==> config.mk <==
export PLATFORM = sky130hd
export DESIGN_NAME = msg_assembler
export DESIGN_NICKNAME = d
export VERILOG_FILES = /design/src/rtl/codec_pkg.sv /design/src/rtl/msg_assembler.sv
export SDC_FILE = /design/constraint.sdc
export NUM_CORES = 2
export LEC_CHECK = 0
export ABC_AREA = 1
export BUFFER_PORTS_ARGS = -buffer_cell sky130_fd_sc_hd__buf_4
export CORE_AREA = 2 2 504 506
export CTS_BUF_LIST = sky130_fd_sc_hd__clkbuf_2
export DETAILED_ROUTE_END_ITERATION = 7
export DIE_AREA = 0 0 506 508
export PLACE_DENSITY = 0.51
export SKIP_LAST_GASP = 1
export SLEW_MARGIN = 20
export SYNTH_ARGS = -nofsm -noshare
export SYNTH_HDL_FRONTEND = slang
export SYNTH_SLANG_ARGS = --single-unit
==> constraint.sdc <==
create_clock -name clk -period 2.7 [get_ports clk]
set_input_delay 0.54 -clock clk [delete_from_list [all_inputs] [get_ports clk]]
set_output_delay 0.54 -clock clk [all_outputs]
set_load 0.01 [all_outputs]
==> src/rtl/codec_pkg.sv <==
// Shared codec parameters and the chunk-index to encoder-select mapping.
package codec_pkg;

  localparam int K_DEF    = 1024;
  localparam int LM_DEF   = 16;
  localparam int LA_DEF   = 8;
  localparam int M_DEF    = 32;
  localparam int DIV_DEF  = K_DEF / (M_DEF * LA_DEF);
  localparam int IDX_BITS = $clog2(DIV_DEF);

  // Chunk index 0 fills the low slice, which the encoder selects last (sel=3).
  function automatic logic [IDX_BITS-1:0] idx_to_sel(input logic [IDX_BITS-1:0] idx);
    return 2'd3 - idx;
  endfunction

endpackage

==> src/rtl/msg_assembler.sv <==
// Rebuilds a K-bit message from four sequential M*La-bit chunks.
// State is the chunk index plus the output-hold flag; no separate state register.
module msg_assembler
  import codec_pkg::*;
#(
  parameter int K  = K_DEF,
  parameter int M  = M_DEF,
  parameter int La = LA_DEF
) (
  input  logic              clk,
  input  logic              rst,
  input  logic [M*La-1:0]   chunk_in,
  input  logic              chunk_first,
  input  logic              chunk_valid,
  output logic              chunk_ready,
  output logic [1:0]        sel,
  output logic [K-1:0]      msg_out,
  output logic              msg_valid,
  input  logic              msg_ready,
  output logic              frame_err
);

  localparam int CW    = M * La;
  localparam int BUF_W = 3 * CW;

  logic [IDX_BITS-1:0] idx_r;
  logic [IDX_BITS-1:0] idx_nxt_s;
  logic [BUF_W-1:0]    asm_buf_r;
  logic [BUF_W-1:0]    asm_buf_nxt_s;
  logic [K-1:0]        msg_out_r;
  logic [K-1:0]        msg_out_nxt_s;
  logic                msg_valid_r;
  logic                msg_valid_nxt_s;
  logic                frame_err_r;
  logic                frame_err_nxt_s;
  logic                accept_s;
  logic                load_s;
  logic                wr_en_s;
  logic [IDX_BITS-1:0] wr_idx_s;

  // The 4th chunk stalls only while a finished message is still waiting for the sink.
  assign chunk_ready = !((idx_r == 2'd3) && msg_valid_r && !msg_ready);
  assign sel         = idx_to_sel(idx_r);
  assign msg_out     = msg_out_r;
  assign msg_valid   = msg_valid_r;
  assign frame_err   = frame_err_r;

  // Classify each accepted chunk: resync, drop, slice write or frame completion.
  always_comb begin
    accept_s        = chunk_valid && chunk_ready;
    load_s          = 1'b0;
    wr_en_s         = 1'b0;
    wr_idx_s        = idx_r;
    idx_nxt_s       = idx_r;
    frame_err_nxt_s = 1'b0;
    if (accept_s) begin
      if (chunk_first && (idx_r != 2'd0)) begin
        // Abandon the partial frame; stale upper slices are rewritten before the next load.
        wr_en_s         = 1'b1;
        wr_idx_s        = 2'd0;
        idx_nxt_s       = 2'd1;
        frame_err_nxt_s = 1'b1;
      end else if (!chunk_first && (idx_r == 2'd0)) begin
        frame_err_nxt_s = 1'b1;
      end else if (idx_r == 2'd3) begin
        load_s    = 1'b1;
        idx_nxt_s = 2'd0;
      end else begin
        wr_en_s   = 1'b1;
        idx_nxt_s = idx_r + 2'd1;
      end
    end else begin
      idx_nxt_s = idx_r;
    end
  end

  // Decoded slice enable into the three-chunk assembly buffer.
  always_comb begin
    asm_buf_nxt_s = asm_buf_r;
    if (wr_en_s) begin
      case (wr_idx_s)
        2'd0:    asm_buf_nxt_s[CW-1:0]      = chunk_in;
        2'd1:    asm_buf_nxt_s[2*CW-1:CW]   = chunk_in;
        2'd2:    asm_buf_nxt_s[3*CW-1:2*CW] = chunk_in;
        default: asm_buf_nxt_s              = asm_buf_r;
      endcase
    end else begin
      asm_buf_nxt_s = asm_buf_r;
    end
  end

  // Output hold: a load wins over a completing handshake so frames can run back to back.
  always_comb begin
    msg_out_nxt_s   = msg_out_r;
    msg_valid_nxt_s = msg_valid_r;
    if (load_s) begin
      msg_out_nxt_s   = {chunk_in, asm_buf_r};
      msg_valid_nxt_s = 1'b1;
    end else if (msg_valid_r && msg_ready) begin
      msg_valid_nxt_s = 1'b0;
    end else begin
      msg_valid_nxt_s = msg_valid_r;
    end
  end

  // State and output registers with synchronous reset.
  always_ff @(posedge clk) begin
    if (rst) begin
      idx_r       <= 2'd0;
      asm_buf_r   <= '0;
      msg_out_r   <= '0;
      msg_valid_r <= 1'b0;
      frame_err_r <= 1'b0;
    end else begin
      idx_r       <= idx_nxt_s;
      asm_buf_r   <= asm_buf_nxt_s;
      msg_out_r   <= msg_out_nxt_s;
      msg_valid_r <= msg_valid_nxt_s;
      frame_err_r <= frame_err_nxt_s;
    end
  end

endmodule
==> results.md <==
- Status: finished with violations
- Failing checks: setup timing
- Post-DR vias/cell: 5.05
- CP Cell Sequence: buf_6 > ha_4 > nand3_4 > buf_16 > buf_6
- Average size of a mapped cell: 7.57 µm²
- CP max FO: 3
- EDFF count, synth: 0
- Worst path arrival time: 2.67 ns
- R2R depth: 16
- Largest net degree at the start of global routing: 142
- Die area: 257000 µm²
- Core region area: 252000 µm²
- Switching Fraction: 30.9%
- Comb pwr share: 12.3%
- Max clock buf depth: 4
- RSZ-0062 raised after global routing: yes
- Slowest CP cell: dfxtp_2
- Final ANT Viol Nets: 0
- Slew headroom: 35.8%
- Syn Std Cell Area: 69400 µm²
- Synth top area share: 51.8%
- Routed vias: 75680
- Die width: 506 µm
- Port Buffer Count: 1289
- Routed len/inst: 22.5 µm
- P_int: 37.8 mW
- Drc violations: 0
- Final setup fails: 849
- Synth cell types: 19
- Worst Skew: 0.109 ns
- GRT Residual Overflow: 0
- Crit path capture type: output port
- Fill cell count: 25499
- Final GP Congestion: 0.877
- Starting Density: 27.5%
- Synth area leaders: dfxtp_1, nand2_1, a21oi_1
- Hold Path Class: in2reg
- Seq pwr share: 51.1%
- Layout cell share with drive strength beyond 1: 32.1%
- Lkg Pwr: 42.0 nW
- Clk root buf: clkbuf_2
- Max VDD drop: 0.000306 V
- Drt first pass iters: 7
- Clock Power Share: 36.5%
- FF+latch count, synth: 1796
- Worst hold slack: 0.238 ns
- Register area share after synthesis: 51.8%
- Placed insts: 13170
- Critical path required time: 2.16 ns
- Row count: 185
- Switching power: 16.9 mW
- Non-Filler Instances: 14999
- Setup ws final: -0.514 ns
- Critical path origin: idx_r[0]
- Die height: 508 µm
- Syn_nets: 9439
- CTS tree: built
- Leading area contributor after synthesis: dfxtp_1
- First-pass GRT wire length: 471 mm
- Area Overhead vs Synth: 48.8%
- Reg2reg start: idx_r[0]
- Tightest Pin Transition: 0.963 ns
- # H-tree levels: 5
- Critical Path Sink: chunk_ready
- Total track usage: 23.8%
- Vias in the first global route: 71978
- Crit path largest cell delay: 0.35 ns
- Setup crit start kind: flop
- Ys flop type: dfxtp_1
- YS warnings: 0
- I/O Pins: 1290
- Iter 0 DRT Violations: 6024
- Period utilization: 119%
- Post-Synthesis Cells: 9173
- Antenna violations before repair: 39
- # clock sinks: 1796
- Fmax: 311 MHz
- Kind of critical path: reg2out
- Crit-path most repeated cell: buf_6
- Final count of hold timing violations: 0
- # nets final: 11513
- Max Slew Vio Count: 0
- DP HPWL: 213 mm
- Post-placement setup slack: 0.112 ns
- Worst-path clk slew: 0.10 ns
- Tmin final: 3.21 ns
- CTS buffer count: 486
- Fraction of registers with async set/reset: 0%
- Power Dens Cells: 530 nW/µm²
- MaxCap Viol Count: 0
- Final WL: 338 mm
- R2R setup slack: -0.16 ns
- Clock Latency Late Sink: 1.80 ns
- Worst r2r dst: msg_out[57]
cell usage after synthesis (3+ instances only):
cell type  count
nand2_1     2058
dfxtp_1     1796
a21oi_1     1538
nor2_1      1027
nand4_1     1024
nand3_1      514
clkbuf_1     426
buf_2        415
inv_1        263
buf_1         77
buf_4         17
ha_1           5
inv_2          3
state kept, by name, summed over array words and instances, names as in the netlist:
register,count
idx_r,2
msg_valid,1
frame_err,1
msg_out,1024
asm_buf_r,768
power groups by stage:
| stage | logic, mW | clock network, mW | registers (mW) |
|---|---|---|---|
| CTS | 6.36 | 20.6 | 28.0 |
| detailed placement | 5.49 | 0 | 28.7 |
| floorplan | 3.35 | 0 | 28.5 |
| finish | 6.74 | 20.0 | 28.0 |
| global route | 7.34 | 22.0 | 28.1 |
| global placement | 5.42 | 0 | 28.7 |
cell usage in the layout, fill, tap and decap left out, types with 261 or more instances in the layout:
master	instances
buf_6	1033
dfxtp_1	768
clkbuf_2	752
dfxtp_2	922
nand4_1	1024
buf_4	618
nand2_1	2056
nor2_1	1027
dlygate4sd3_1	639
a21oi_1	1532
inv_1	261
nand3_1	513
final cells by class:
| cell class | instances | area (µm²) | share of cell area (%) |
|---|---|---|---|
| Timing Repair Buffer | 2521 | 27700 | 26.8 |
| Tap cell | 3366 | 4210 | 4.08 |
| Clock inverter | 98 | 566 | 0.547 |
| Antenna cell | 24 | 60.1 | 0.0581 |
| Multi-Input combinational cell | 6176 | 28500 | 27.6 |
| Inverter | 266 | 1010 | 0.981 |
| Sequential cell | 1796 | 37500 | 36.3 |
| Clock buffer | 752 | 3760 | 3.64 |
how the worst min path moves through the flow:
stage	slack [ns]	end	depth (start not counted)	start
2_1_floorplan	0.45	asm_buf_r[257]	2	asm_buf_r[257]
6_report	0.24	msg_out[896]	5	chunk_in[128]
3_5_place_dp	0.45	msg_out[295]	2	msg_out[295]
4_1_cts	0.0003	msg_out[838]	5	chunk_in[70]
5_1_grt	0.06	msg_out[906]	5	chunk_in[138]
3_3_place_gp	0.45	msg_out[312]	2	msg_out[312]
metrics by stage:
stage | power [mW] | TNS, ns | area (µm²) | util, %
2_1_floorplan | 31.8 | 0 | 69400 | -
3_3_place_gp | 34.1 | 0 | 83200 | 33.0
3_5_place_dp | 34.2 | 0 | 83200 | 33.0
4_1_cts | 54.9 | -332.14 | 100000 | 39.7
5_1_grt | 57.4 | -284.48 | 103000 | 41.0
6_report | 54.7 | -40.15 | 103000 | 41.0
kinds of logic after synthesis:
logic type,share of synthesized area [%]
and+or+nand+nor,29.7
DFF,51.8
AOI/OAI and AO/OA,11.1
buffers and inverters,7.33
adders and majority gates,0.0901
worst max-delay path: cells and delay by family (launching register included):
| kind | cells | cell delay [ns] |
|---|---|---|
| adder cells (fa/ha/maj) | 1 | 0.15 |
| buffers and inverters | 3 | 0.39 |
| flip-flops | 1 | 0.35 |
| AND/OR/NAND/NOR | 1 | 0.09 |
what timing repair did:
action,CTS,global route
resized for setup,2177,86
pin swaps,2,24
cloned,3,52
hold endpoints to repair,1796,0
hold buffers,642,0
endpoints found under the setup margin,1029,1489
buffers inserted,87,171
per-layer routing:
layer	wire [µm]	GRT usage, %
met5	90	0
met2	152000	37.7
met4	16900	11.2
met1	138000	29.2
met3	30400	7.67
Note: power is estimated with default switching activity, not from simulation.
